===== config.mk =====
export PLATFORM = sky130hd
export DESIGN_NAME = pwm_bank_flat
export DESIGN_NICKNAME = d
export VERILOG_FILES = /design/src/rtl/pwm_bank_pkg.sv /design/src/rtl/pwm_bank_if.sv /design/src/rtl/pwm_bank_timebase.sv /design/src/rtl/pwm_bank.sv /design/src/flat_wrapper.sv
export SDC_FILE = /design/constraint.sdc
export NUM_CORES = 1
export LEC_CHECK = 0
export ABC_CLOCK_PERIOD_IN_PS = 5200
export BUFFER_PORTS_ARGS = -buffer_cell sky130_fd_sc_hd__buf_2
export CORE_MARGIN = 2
export CORE_UTILIZATION = 50
export DETAILED_ROUTE_END_ITERATION = 16
export HOLD_SLACK_MARGIN = 0.02
export PLACE_DENSITY = 0.68
export SKIP_CTS_REPAIR_TIMING = 1
export SYNTH_ARGS = -nofsm -noshare
export SYNTH_HDL_FRONTEND = slang
export SYNTH_SLANG_ARGS = --single-unit

===== constraint.sdc =====
create_clock -name clk -period 5.2 [get_ports clk]
set_clock_uncertainty 0.05 [all_clocks]
set_input_delay 1.04 -clock clk [delete_from_list [all_inputs] [get_ports clk]]
set_output_delay 1.04 -clock clk [all_outputs]
set_load 0.05 [all_outputs]

===== src/rtl/pwm_bank_pkg.sv =====
// Shared constants and helpers for the PWM bank: default parameters,
// channel slice indexing into the packed duty frame, and output polarity.
package pwm_bank_pkg;

  localparam int DEF_CHANNELS     = 10;
  localparam int DEF_DUTY_W       = 16;
  localparam int DEF_PRESCALE     = 1;
  localparam int DEF_WDOG_PERIODS = 50;
  localparam bit DEF_ACTIVE_HIGH  = 1'b1;

  // Channel 0 sits in the MSBs of the frame, so the LSB offset counts down.
  function automatic int chan_lsb(int ch, int channels, int duty_w);
    return (channels - ch - 1) * duty_w;
  endfunction

  // Maps a logical "active" bit onto the pin level for the chosen polarity.
  function automatic logic drive_level(logic act, bit active_high);
    return active_high ? act : ~act;
  endfunction

  // Register width able to hold values 0..n-1, never narrower than one bit.
  function automatic int min_width(int n);
    return (n > 1) ? $clog2(n) : 1;
  endfunction

endpackage


===== src/rtl/pwm_bank_if.sv =====
// Frame load strobe, enable and status/output signals of the PWM bank.
interface pwm_bank_if #(
  parameter int CHANNELS = pwm_bank_pkg::DEF_CHANNELS,
  parameter int DUTY_W   = pwm_bank_pkg::DEF_DUTY_W
);

  logic                       load_valid;
  logic [CHANNELS*DUTY_W-1:0] load_data;
  logic                       enable;
  logic [CHANNELS-1:0]        pwm_out;
  logic                       period_start;
  logic                       pending;
  logic                       failsafe;

  modport master (
    output load_valid, load_data, enable,
    input  pwm_out, period_start, pending, failsafe
  );

  modport slave (
    input  load_valid, load_data, enable,
    output pwm_out, period_start, pending, failsafe
  );

endinterface


===== src/rtl/pwm_bank_timebase.sv =====
// Shared prescaler and period counter. Both are held at zero while disabled
// so that re-enabling always starts a fresh period.
module pwm_bank_timebase
  import pwm_bank_pkg::*;
#(
  parameter int DUTY_W   = DEF_DUTY_W,
  parameter int PRESCALE = DEF_PRESCALE
) (
  input  logic              clk,
  input  logic              rst_n,
  input  logic              enable,
  output logic [DUTY_W-1:0] cnt,
  output logic              wrap,
  output logic              period_first
);

  localparam int PS_W = min_width(PRESCALE);

  logic [PS_W-1:0] prescaler;
  logic            tick;

  assign tick         = enable && (prescaler == PS_W'(PRESCALE - 1));
  assign wrap         = tick && (&cnt);
  assign period_first = enable && (prescaler == '0) && (cnt == '0);

  // Prescaler divides clk down to counts; cnt wraps naturally at all-ones.
  always_ff @(posedge clk or negedge rst_n) begin
    if (!rst_n) begin
      prescaler <= '0;
      cnt       <= '0;
    end else if (!enable) begin
      prescaler <= '0;
      cnt       <= '0;
    end else if (tick) begin
      prescaler <= '0;
      cnt       <= cnt + DUTY_W'(1);
    end else begin
      prescaler <= prescaler + PS_W'(1);
    end
  end

endmodule


===== src/rtl/pwm_bank.sv =====
// Multi-channel PWM bank with double-buffered duty frames and a link-loss
// watchdog. Frames are committed to all channels together at a period wrap
// (or immediately while disabled) so a period is never split between duties.
module pwm_bank
  import pwm_bank_pkg::*;
#(
  parameter int CHANNELS     = DEF_CHANNELS,
  parameter int DUTY_W       = DEF_DUTY_W,
  parameter int PRESCALE     = DEF_PRESCALE,
  parameter int WDOG_PERIODS = DEF_WDOG_PERIODS,
  parameter bit ACTIVE_HIGH  = DEF_ACTIVE_HIGH
) (
  input logic       clk,
  input logic       rst_n,
  pwm_bank_if.slave bus
);

  logic [DUTY_W-1:0]   cnt;
  logic                wrap;
  logic                period_first;
  logic                commit;
  logic                run;
  logic [CHANNELS-1:0] drive;

  pwm_bank_timebase #(
    .DUTY_W   (DUTY_W),
    .PRESCALE (PRESCALE)
  ) u_timebase (
    .clk          (clk),
    .rst_n        (rst_n),
    .enable       (bus.enable),
    .cnt          (cnt),
    .wrap         (wrap),
    .period_first (period_first)
  );

  // A load coinciding with commit still commits the old shadow contents;
  // the new frame simply stays pending for the following boundary.
  assign commit = bus.pending && (wrap || !bus.enable);
  assign run    = bus.enable && !bus.failsafe;

  for (genvar i = 0; i < CHANNELS; i++) begin : g_ch
    localparam int LSB = chan_lsb(i, CHANNELS, DUTY_W);

    logic [DUTY_W-1:0] shadow;
    logic [DUTY_W-1:0] active;

    // Shadow captures every frame; active only changes on commit.
    always_ff @(posedge clk or negedge rst_n) begin
      if (!rst_n) begin
        shadow <= '0;
        active <= '0;
      end else begin
        if (bus.load_valid) shadow <= bus.load_data[LSB +: DUTY_W];
        if (commit)         active <= shadow;
      end
    end

    assign drive[i] = drive_level((cnt < active) && run, ACTIVE_HIGH);
  end

  // Registered pins and period marker, both one clock behind cnt.
  always_ff @(posedge clk or negedge rst_n) begin
    if (!rst_n) begin
      bus.pwm_out      <= {CHANNELS{drive_level(1'b0, ACTIVE_HIGH)}};
      bus.period_start <= 1'b0;
    end else begin
      bus.pwm_out      <= drive;
      bus.period_start <= period_first;
    end
  end

  // Pending tracks an uncommitted frame; a fresh load always wins.
  always_ff @(posedge clk or negedge rst_n) begin
    if (!rst_n)              bus.pending <= 1'b0;
    else if (bus.load_valid) bus.pending <= 1'b1;
    else if (commit)         bus.pending <= 1'b0;
  end

  if (WDOG_PERIODS > 0) begin : g_wdog
    localparam int WD_W = min_width(WDOG_PERIODS + 1);

    logic [WD_W-1:0] wd_cnt;

    // Counts wraps since the last frame; wrap never fires while disabled,
    // so the watchdog is naturally frozen then. Starts tripped after reset.
    always_ff @(posedge clk or negedge rst_n) begin
      if (!rst_n) begin
        wd_cnt       <= '0;
        bus.failsafe <= 1'b1;
      end else if (bus.load_valid) begin
        wd_cnt       <= '0;
        bus.failsafe <= 1'b0;
      end else if (wrap && (wd_cnt != WD_W'(WDOG_PERIODS))) begin
        wd_cnt <= wd_cnt + WD_W'(1);
        if (wd_cnt == WD_W'(WDOG_PERIODS - 1)) bus.failsafe <= 1'b1;
      end
    end
  end else begin : g_no_wdog
    assign bus.failsafe = 1'b0;
  end

endmodule


===== src/flat_wrapper.sv =====
// flat-port wrapper written by rule: the top's interface ports become plain ports
module pwm_bank_flat import pwm_bank_pkg::*;
#(
  parameter int CHANNELS     = DEF_CHANNELS,
  parameter int DUTY_W       = DEF_DUTY_W,
  parameter int PRESCALE     = DEF_PRESCALE,
  parameter int WDOG_PERIODS = DEF_WDOG_PERIODS,
  parameter bit ACTIVE_HIGH  = DEF_ACTIVE_HIGH
)
  (clk, rst_n, bus_load_valid, bus_load_data, bus_enable, bus_pwm_out, bus_period_start, bus_pending, bus_failsafe);
  pwm_bank_if #(.CHANNELS(CHANNELS), .DUTY_W(DUTY_W)) bus_i ();
  input logic clk;
  input logic rst_n;
  input wire logic [$bits(bus_i.load_valid)-1:0] bus_load_valid;
  input wire logic [$bits(bus_i.load_data)-1:0] bus_load_data;
  input wire logic [$bits(bus_i.enable)-1:0] bus_enable;
  output wire logic [$bits(bus_i.pwm_out)-1:0] bus_pwm_out;
  output wire logic [$bits(bus_i.period_start)-1:0] bus_period_start;
  output wire logic [$bits(bus_i.pending)-1:0] bus_pending;
  output wire logic [$bits(bus_i.failsafe)-1:0] bus_failsafe;
  assign bus_i.load_valid = bus_load_valid;
  assign bus_i.load_data = bus_load_data;
  assign bus_i.enable = bus_enable;
  assign bus_pwm_out = bus_i.pwm_out;
  assign bus_period_start = bus_i.period_start;
  assign bus_pending = bus_i.pending;
  assign bus_failsafe = bus_i.failsafe;
  pwm_bank #(.CHANNELS(CHANNELS), .DUTY_W(DUTY_W), .PRESCALE(PRESCALE), .WDOG_PERIODS(WDOG_PERIODS), .ACTIVE_HIGH(ACTIVE_HIGH)) u_core (.clk(clk), .rst_n(rst_n), .bus(bus_i));
endmodule

# --- Word level (Yosys, flattened, before mapping) ---
# Index checks and enable logic that the tools add are counted.
totals:
  ff_bits: 356
  latch_bits: 0
  mem_bits_rw: 0
  rom_bits: 0
  inputBits: 164
  output_inout_bits: 13
  mem_count: 0
classes:
  addsub: 3
  n_mul: 0
  div: 0
  n_lt_le_gt_ge: 10
  n_eq_ne: 3
  n_shift: 0
  muxes: 11
  n_bitwise: 1
  reduce_logical: 25
op_table:
  columns: ["cell", "n"]
  rows:
  - ["$lt A16 B16 Y1", 10]
  - ["$mux W16", 2]
  - ["$add A16 B1 Y16 const B", 1]
  - ["$logic_and A1 B1 Y1", 16]
  - ["$logic_not A16 Y1", 1]
  - ["$reduce_and A16 Y1", 1]
  - ["$mux W6", 2]
  - ["$mux W1", 7]
  - ["$add A6 B1 Y6 const B", 1]
  - ["$eq A6 B6 Y1 const B", 1]
  - ["$ne A6 B6 Y1 const B", 1]
  - ["$reduce_bool A2 Y1", 3]
  - ["$logic_not A1 Y1", 2]
  - ["$ne A2 B1 Y1 const B", 1]
  - ["$reduce_and A2 Y1", 1]
  - ["$add A1 B1 Y1 const B", 1]
  - ["$logic_or A1 B1 Y1", 1]
  - ["$not A1 Y1", 1]

# --- Longest topological paths before layout ---
# Gate-level depths: netlist of the first run.
logic_depth:
  ltp_word: 7
  depth_mapped: 9
  ltp_nobuf: 7

# --- Hierarchy ---
# From an unflattened synthesis of the first run, not the netlist that was laid out.
unflattened:
  hier_cells: 1321
  hier_area_um2: 17206.5
modules_own_cells:
  columns: ["mod", "instances", "cells_each", "area_each_um2"]
  rows:
  - ["pwm_bank", 1, 1226, 16238.1]
  - ["pwm_bank_timebase", 1, 95, 968.4]

# --- Least setup slack after synthesis of the first run ---
# Ideal clock, no wire load.
synth_path:
  path_type: "register to register"
  start: "reg u_core.u_timebase.cnt[1]"
  end: "reg u_core.g_ch[0].active[10]"
  arrival_ps: 2349
  t_required_ps: 5022
  setup_slack_ps: 2673
  path_stages_with_launch: 10
  path_buffers: 3
  cell_sequence: "dfrtp_1 ha_1 nand4b_1 or4_4 buf_6 nor2_1 o21ai_2 buf_2 buf_4 mux2_1"
synth_between:
  elab_chain_len: 4
synth_rtl:
  columns: ["item", "line_no", "rtl"]
  rows:
  - ["start, declared", "pwm_bank_timebase.sv:12", "output logic [DUTY_W-1:0] cnt,"]
  - ["start signal, assigned", "pwm_bank_timebase.sv:36", "cnt <= cnt + DUTY_W'(1);"]
  - ["$reduce_and A16 Y1", "pwm_bank_timebase.sv:23", "assign wrap = tick && (&cnt);"]
  - ["$logic_and A1 B1 Y1", "pwm_bank_timebase.sv:23", null]
  - ["$logic_or A1 B1 Y1", "pwm_bank.sv:39", "assign commit = bus.pending && (wrap || !bus.enable);"]
  - ["$logic_and A1 B1 Y1", "pwm_bank.sv:39", null]
  - ["end signal, assigned", "pwm_bank.sv:55", "if (commit) active <= shadow;"]
  - ["end, declared", "pwm_bank.sv:46", "logic [DUTY_W-1:0] active;"]
# No other way between the ends.
# A chain may end at the register's enable or synchronous reset.

# --- Final worst setup path of the first run ---
layout_path:
  start: "reg u_core.u_timebase.cnt[0]"
  end: "reg u_core.g_ch[2].active[12]"
layout_between:
  elab_chain_len: 4
layout_rtl:
  columns: ["item", "line_no"]
  rows:
  - ["$reduce_and A16 Y1", "pwm_bank_timebase.sv:23"]
  - ["$logic_and A1 B1 Y1", "pwm_bank_timebase.sv:23"]
  - ["$logic_or A1 B1 Y1", "pwm_bank.sv:39"]
  - ["$logic_and A1 B1 Y1", "pwm_bank.sv:39"]
  - ["end signal, assigned", "pwm_bank.sv:55"]
  - ["end, declared", "pwm_bank.sv:46"]
# No other way between the ends.

==> impl_metrics.ini, run 1 <==
[route]
viasPerCell = 5.286
wire_per_inst_um = 18.00
postRouteAntennaNets = 0
firstDrtPassIters = 4
dr_total_vias = 10640
drc = 0
drt_iter0_drc = 480
totalWireLength_um = 36240

[logic_synthesis]
synth_nets = 1664
yosysWarnings = 0
synth_cell_types = 52
syn_avg_cell_area_um2 = 12.70
synthFlopType = dfrtp_1
ys_ff_latch = 356
synth_cells = 1345
synth-edff-count = 0
netlist_area_um2 = 17080
seq_area_frac_synth_pct = 52.16
async_flop_share_pct = 100.0

[clocking]
clkTransAtPathRegs_ns = 0.06
numCtsBuffers = 38
cts-root-buf = clkbuf_16
cts_sinks = 356
cts_buffer_depth = 3
insertion_delay_ns = 0.51
cts_tree = built
h-tree-depth = 2

[power]
p_per_area_nw_per_um2 = 357.6
vdd_drop_max_mv = 0.2346
p_leak_uw = 0.009666

[layout]
nets = 1858
area_delta_synth_final_pct = 16.14
n_antenna_cell = 0
final_common_cell = dfrtp_1
drive_gt1_share_pct = 30.93
layout.cells.non_filler = 2013
final_cell_mix = dfrtp_1, mux2_2, buf_2
fin_area_um2 = 19840

[floorplan]
dieArea_um2 = 35660
io_pins = 177
start_util_pct = 50.82
die_w_um = 188.8
num_rows = 67
die_y_um = 188.8
coreArea_um2 = 33620

[run_status]
outcome = finished clean

[critical_path]
r2r-start = u_core.u_timebase.cnt[0]
cp-start-kind = register
critPathLaunch = u_core.u_timebase.cnt[0]
path_cells = ha_1 > nand4b_1 > or4_4 > nor2_1 > o21ai_4 > buf_12 > mux2_1
max_stage_delay_ns = 0.82
cp-end-kind = register
path_class = register to register
reg2reg_slack_ns = 2.05
cp_max_fo = 68
crit_path_top_delay_cell = dfrtp_1
reg2reg_to = u_core.g_ch[2].active[12]
required_ns = 5.54
worstPathArrival_ns = 3.49
r2r_cells = 7

[hold_path]
min_path_type = register to register
holdPathEnd = u_core.g_ch[4].active[8]
hold_start = u_core.g_ch[4].shadow[8]
hold_depth = 1

[placement]
place_ws_ns = 1.677
io_buffers = 176
dp_hpwl_um = 24330
place_area_um2 = 18550
finalWeightedCongestion = 0.7944
dp_cells = 1947

[grt]
grt_first_pass_wirelength_um = 58850
antenna_found_initial = 0
grt_max_degree = 129
grt_usage_pct = 21.03
grt_pass1_vias = 11280
overflow = 0

[job]
maxCapViolCount = 0

[sta]
maxSlewHeadroom_pct = 32.83
slew_viol_final = 0
setup_violations = 0
finalHoldViolCount = 0
setup_ws_ns = 2.050
fin_tns_setup_ns = 0
fmax_mhz = 317.4
rsz0062_at_grt = no
fin_crit_ns = 3.150
tightest_slew_ns = 1.007
final.period_utilization_pct = 60.58
worst max-delay path: cells and delay by family (launching register included):
family | cells | cell delay, ns
mux | 1 | 0.37
flops | 1 | 0.82
fa+ha+maj | 1 | 0.27
buf+inv | 1 | 0.28
simple gates | 3 | 0.92
compound gates | 1 | 0.22
synth_stat cells, types with 2 or more instances:
| master | count | area [um2] |
|---|---|---|
| a21o_1 | 4 | 30.03 |
| o311a_1 | 8 | 80.08 |
| a41oi_1 | 8 | 70.07 |
| buf_1 | 3 | 11.26 |
| clkbuf_1 | 24 | 90.09 |
| buf_4 | 10 | 75.07 |
| nor2b_1 | 12 | 75.07 |
| ha_1 | 155 | 1939 |
| nand2_1 | 36 | 135.1 |
| o21ai_0 | 34 | 170.2 |
| nor3b_1 | 3 | 22.52 |
| nand3_1 | 6 | 30.03 |
| buf_2 | 2 | 10.01 |
| o211ai_1 | 2 | 15.01 |
| a221oi_1 | 2 | 17.52 |
| nor2_1 | 48 | 180.2 |
| o21bai_1 | 3 | 22.52 |
| a2111oi_0 | 3 | 26.28 |
| xor2_1 | 7 | 61.31 |
| nand4b_1 | 2 | 17.52 |
| dfrtp_1 | 355 | 8884 |
| nand4_1 | 16 | 100.1 |
| nor4_1 | 7 | 43.79 |
| and3_1 | 3 | 18.77 |
| nor3_1 | 9 | 45.04 |
| and2_0 | 2 | 12.51 |
| mux2_1 | 100 | 1126 |
| a21oi_1 | 56 | 280.3 |
| inv_1 | 156 | 585.6 |
| or3_1 | 8 | 50.05 |
| a211oi_1 | 9 | 67.56 |
| xnor2_1 | 12 | 105.1 |
| mux2_2 | 220 | 2477 |
| nor4b_1 | 2 | 17.52 |
stage by stage:
step / hold slack [ns] / util (%) / power, uW
2_1_floorplan: 0.4041 / - / 4044
3_3_place_gp: 0.4080 / 55.18 / 4345
3_5_place_dp: 0.4212 / 55.18 / 4404
4_1_cts: 0.4358 / 59.02 / 7189
5_1_grt: 0.4492 / 59.02 / 7481
6_report: 0.4293 / 59.02 / 7096
registers in the layout (all words and copies together) (netlist names):
name	count
u_core.bus.failsafe	1
u_core.bus.pending	1
u_core.bus.period_start	1
u_core.bus.pwm_out	10
u_core.g_ch.active	160
u_core.g_ch.shadow	160
u_core.g_wdog.wd_cnt	6
u_core.u_timebase.cnt	16
u_core.u_timebase.prescaler	1
per-layer routing:
layer  global-route usage, %  wire length, um  part of all wire [%]
met1                   27.23            15750                    43
met2                   36.13            17850                    49
met3                   3.576             1612                   4.4
met4                   6.611             1020                   2.8
met5                       0                0                     0
kinds of logic after synthesis:
| logic type | share of synthesized area [%] |
|---|---|
| xor+xnor | 0.9741 |
| other cells | 0.02195 |
| simple gates | 4.871 |
| mux | 21.24 |
| flops | 52.16 |
| fa+ha+maj | 11.35 |
| buf+inv | 4.607 |
| compound gates | 4.776 |
worst max path at each step:
| stage | to | slack [ns] | cells after the start |
|---|---|---|---|
| 6_report | u_core.g_ch[2].active[12] | 2.05 | 7 |
| 2_1_floorplan | u_core.g_ch[0].active[10] | 2.67 | 9 |
| 3_5_place_dp | u_core.g_ch[9].active[11] | 1.68 | 5 |
| 4_1_cts | u_core.g_ch[0].active[6] | 2.03 | 7 |
| 5_1_grt | u_core.g_ch[0].active[5] | 1.89 | 7 |
| 3_3_place_gp | u_core.g_ch[9].active[3] | 1.74 | 5 |
layout make-up:
class / instances / area (um2)
Fill cell: 2740 / 13780
Sequential cell: 356 / 8910
Multi-Input combinational cell: 792 / 7393
Clock buffer: 51 / 1124
Timing Repair Buffer: 194 / 1095
Inverter: 157 / 589.3
Tap cell: 448 / 560.5
Clock inverter: 15 / 168.9
where the power goes:
part           total, uW  internal [uW]  switching [uW]  leakage, uW
Clock               2750           1670            1080     0.000632
Combinational        973            501             472      0.00481
Sequential          3370           3150             220      0.00422
Power figures use the tool's default switching activity.
==> run 2, diff against run 1 <==
Settings changed: ABC_CLOCK_PERIOD_IN_PS 5200 to 3050.
Clock period 5.2 ns to 3.05 ns, I/O delays scaled along.
==> impl_metrics.ini, run 2 (synthesis results as in run 1) <==
[floorplan]
die_y_um = 188.8
io_pins = 177
start_util_pct = 50.82
coreArea_um2 = 33620
num_rows = 67
dieArea_um2 = 35660
die_w_um = 188.8

[layout]
final_common_cell = dfrtp_1
n_fill_cell = 2698
area_delta_synth_final_pct = 16.32
seq_area_um2 = 8910
n_antenna_cell = 0
final_cell_mix = dfrtp_1, mux2_2, buf_2
reg_top3 = u_core.g_ch.active (160), u_core.g_ch.shadow (160), u_core.u_timebase.cnt (16)
multi_input_area_um2 = 7393
drive_gt1_share_pct = 30.94
nets = 1871
layout.cells.non_filler = 2025

[power]
vdd_drop_max_mv = 0.4231
p_leak_uw = 0.009694
p_per_area_nw_per_um2 = 598.8
finalPower_uw = 11900

[sta]
setup_ws_ns = 0.5012
slew_viol_final = 0
final.period_utilization_pct = 83.57
hold_slack_ns = 0.03667
rsz0062_at_grt = no
fin_crit_ns = 2.549
finalHoldViolCount = 0
maxSlewHeadroom_pct = 46.00
fin_tns_setup_ns = 0
setup_violations = 0
tightest_slew_ns = 0.8099
fmax_mhz = 392.3

[route]
firstDrtPassIters = 4
totalWireLength_um = 36830
dr_total_vias = 10720
wire_per_inst_um = 18.19
drc = 0
viasPerCell = 5.294
drt_iter0_drc = 434
postRouteAntennaNets = 0

[placement]
dp_hpwl_um = 24550
place_ws_ns = 0.5087
dp_cells = 1959
finalWeightedCongestion = 0.7787
io_buffers = 176

[clocking]
numCtsBuffers = 39
clkTransAtPathRegs_ns = 0.06
insertion_delay_ns = 0.53
cts_buffer_depth = 3
cts_sinks = 356
h-tree-depth = 2
cts-root-buf = clkbuf_16
cts_tree = built

[critical_path]
r2r_cells = 6
worstPathArrival_ns = 2.84
cp-end-kind = register
path_class = register to register
required_ns = 3.34
cp_max_fo = 15
cp-start-kind = register

[hold_path]
min_path_type = input pin to asynchronous set/reset pin

[grt]
antenna_found_initial = 2
grt_first_pass_wirelength_um = 59480
grt_pass1_vias = 11430
grt_max_degree = 99
overflow = 0
grt_usage_pct = 21.31

[job]
maxCapViolCount = 0

[run_status]
outcome = finished clean
==> run 2: cell types whose count changed in the layout (fill, tap and decap cells not counted), sizes merged <==
cell	change
clkinv	-4
clkbuf	+8
clkinvlp	-2
buf	+12
bufinv	-2
==> run 2: where the power goes <==
group	internal, uW	total (uW)	leakage, uW	switching, uW
Sequential	5370	5720	0.00422	350
Clock	2660	4490	0.000595	1820
Combinational	862	1690	0.00488	826
==> run 2: worst paths after layout <==
check | end | slack [ns] | startpoint
worst min register to register | u_core.g_ch[1].active[9] | 0.43 | u_core.g_ch[1].shadow[9]
min in group clk | u_core.g_ch[3].shadow[13] | 0.26 | bus_load_data[109]
worst min-delay path | u_core.g_ch[5].shadow[6] | 0.04 | rst_n
worst max-delay path | u_core.bus.pwm_out[4] | 0.50 | u_core.u_timebase.cnt[5]
worst max register to register | u_core.bus.pwm_out[4] | 0.50 | u_core.u_timebase.cnt[5]
max in group asynchronous | u_core.bus.failsafe | 2.05 | rst_n
==> run 2: cell type report <==
class | count | share of cell area [%]
Sequential cell | 356 | 44.84
Inverter | 157 | 2.966
Multi-Input combinational cell | 792 | 37.21
Tap cell | 448 | 2.821
Clock inverter | 7 | 0.3904
Clock buffer | 59 | 5.749
Timing Repair Buffer | 206 | 6.026
==> run 2: layer usage <==
metal / part of all wire, % / GRT usage [%] / up-vias
met5: 0 / 0 / -
met4: 2.7 / 7.001 / 0
met3: 5.1 / 3.297 / 68
met2: 49 / 36.96 / 218
met1: 44 / 27.35 / 5325
li1: - / - / 5110
==> run 2: metrics by stage <==
step	utilization (%)	cell area, um2
after floorplan	-	17080
after global placement	55.48	18650
after detailed placement	55.48	18650
after CTS	59.11	19870
after global routing	59.11	19870
final	59.11	19870
==> run 2: worst max-delay path, stage by stage, from the launching register on <==
cell and delay, ns:
dfrtp_1 0.38, buf_4 0.32, ha_1 0.31, a21o_1 0.19
a221oi_1 0.25, o211ai_1 0.13, a2111oi_0 0.73
==> run 3, diff against run 2 <==
Settings changed: ABC_CLOCK_PERIOD_IN_PS 3050 to 2610.
Clock period 3.05 ns to 2.61 ns, I/O delays scaled along.
==> impl_metrics.ini, run 3 (synthesis results as in run 1) <==
[clocking]
h-tree-depth = 2
numCtsBuffers = 39
cts_tree = built
cts-root-buf = clkbuf_16
insertion_delay_ns = 0.53
cts_sinks = 356
clkTransAtPathRegs_ns = 0.06
cts_buffer_depth = 3

[critical_path]
reg2reg_to = u_core.g_ch[0].active[12]
critPathLaunch = u_core.u_timebase.prescaler
cp-start-kind = register
cp-end-kind = register
path_class = register to register
required_ns = 2.96
r2r_cells = 6
reg2reg_slack_ns = 0.01
r2r-start = u_core.u_timebase.prescaler
worstPathArrival_ns = 2.95
cp_max_fo = 119

[route]
firstDrtPassIters = 4
totalWireLength_um = 36920
drc = 0
viasPerCell = 5.299
postRouteAntennaNets = 0
wire_per_inst_um = 18.18
dr_total_vias = 10760
drt_iter0_drc = 440

[placement]
dp_cells = 1962
finalWeightedCongestion = 0.8300
io_buffers = 176
dp_hpwl_um = 24990

[power]
combPwrFrac_pct = 14.1
internal_power_uw = 10630
power.switching_uw = 3517
p_per_area_nw_per_um2 = 707.4
pwr-share-seq_pct = 47.3
p_leak_uw = 0.009763
switching_share_pct = 24.85
vdd_drop_max_mv = 0.5946
finalPower_uw = 14150
clkPwrFrac_pct = 38.6

[sta]
fin_tns_setup_ns = 0
fmax_mhz = 384.6
finalHoldViolCount = 0
slew_viol_final = 0
fin_crit_ns = 2.600
rsz0062_at_grt = no
tightest_slew_ns = 0.8044
maxSlewHeadroom_pct = 46.37
setup_violations = 0
hold_slack_ns = 0.1695
final.period_utilization_pct = 99.62

[layout]
n_antenna_cell = 0
final_common_cell = dfrtp_1
layout.cells.non_filler = 2031
drive_gt1_share_pct = 31.08
multi_input_area_um2 = 7393
seq_area_um2 = 8910
final_cell_mix = dfrtp_1, mux2_2, buf_2
area_delta_synth_final_pct = 17.11
reg_top3 = u_core.g_ch.active (160), u_core.g_ch.shadow (160), u_core.u_timebase.cnt (16)
n_fill_cell = 2692
nets = 1875

[floorplan]
dieArea_um2 = 35660
num_rows = 67
start_util_pct = 50.82
io_pins = 177
die_w_um = 188.8
die_y_um = 188.8
coreArea_um2 = 33620

[grt]
grt_pass1_vias = 11560
overflow = 0
grt_usage_pct = 21.60
grt_max_degree = 120
antenna_found_initial = 1
grt_first_pass_wirelength_um = 60330

[hold_path]
hold_start = bus_load_data[46]
hold_depth = 2
holdPathEnd = u_core.g_ch[7].shadow[14]
min_path_type = input pin to register

[run_status]
outcome = finished clean

[job]
maxCapViolCount = 0
[run 3: changes by cell type in the layout (fill, tap and decap cells not counted)]
| cell | change |
|---|---|
| clkbuf_8 | -1 |
| clkinv_8 | -1 |
| dlygate4sd3_1 | +1 |
| bufinv_16 | +2 |
| inv_6 | -1 |
| clkinvlp_4 | -1 |
| clkinv_2 | +2 |
| clkbuf_16 | +1 |
| clkbuf_1 | +1 |
| buf_12 | +4 |
| buf_4 | -1 |
[run 3: per-stage QoR]
| stage | worst slack [ns] | util [%] | area, um2 |
|---|---|---|---|
| after floorplan | 0.08325 | - | 17080 |
| after global placement | 0.09488 | 55.70 | 18720 |
| after detailed placement | 0.1139 | 55.70 | 18720 |
| after CTS | 0.09100 | 59.48 | 20000 |
| after global routing | 0.02544 | 59.51 | 20010 |
| final | 0.009872 | 59.51 | 20010 |
[run 3: worst max-delay path, cell delays in order, from the launching register on]
cell      delay [ns]
dfrtp_1         0.45
nand4b_1        0.30
or4_4           0.50
nor2_1          0.20
o21ai_4         0.09
buf_12          0.23
mux2_1          0.46
[run 3: worst max-delay path by stage]
stage | slack [ns] | end | cells after the start
6_report | 0.01 | u_core.g_ch[0].active[12] | 6
5_1_grt | 0.03 | u_core.bus.pwm_out[4] | 7
4_1_cts | 0.09 | u_core.bus.pwm_out[4] | 7
3_5_place_dp | 0.11 | u_core.bus.pwm_out[4] | 7
3_3_place_gp | 0.09 | u_core.bus.pwm_out[4] | 7
2_1_floorplan | 0.08 | u_core.g_ch[0].active[10] | 9
[run 3: area by class of cell]
| type | count | share of cell area, % |
|---|---|---|
| Inverter | 157 | 2.946 |
| Timing Repair Buffer | 210 | 6.398 |
| Multi-Input combinational cell | 792 | 36.96 |
| Clock buffer | 60 | 5.785 |
| Tap cell | 448 | 2.802 |
| Clock inverter | 8 | 0.5754 |
| Sequential cell | 356 | 44.54 |
[run 3: metal layers]
layer	share of wire (%)	track usage (%)	up-vias
li1	-	-	5108
met1	44	27.79	5376
met2	49	37.09	208
met3	4.3	3.651	70
met4	2.9	7.242	0
met5	0	0	-
[run 3: power groups by stage]
stage          clock, uW  sequential, uW  combinational, uW
2_1_floorplan          0            6660               1400
3_3_place_gp           0            6770               1900
3_5_place_dp           0            6790               2010
4_1_cts             5600            6700               2030
5_1_grt             5840            6790               2290
6_report            5460            6690               2000
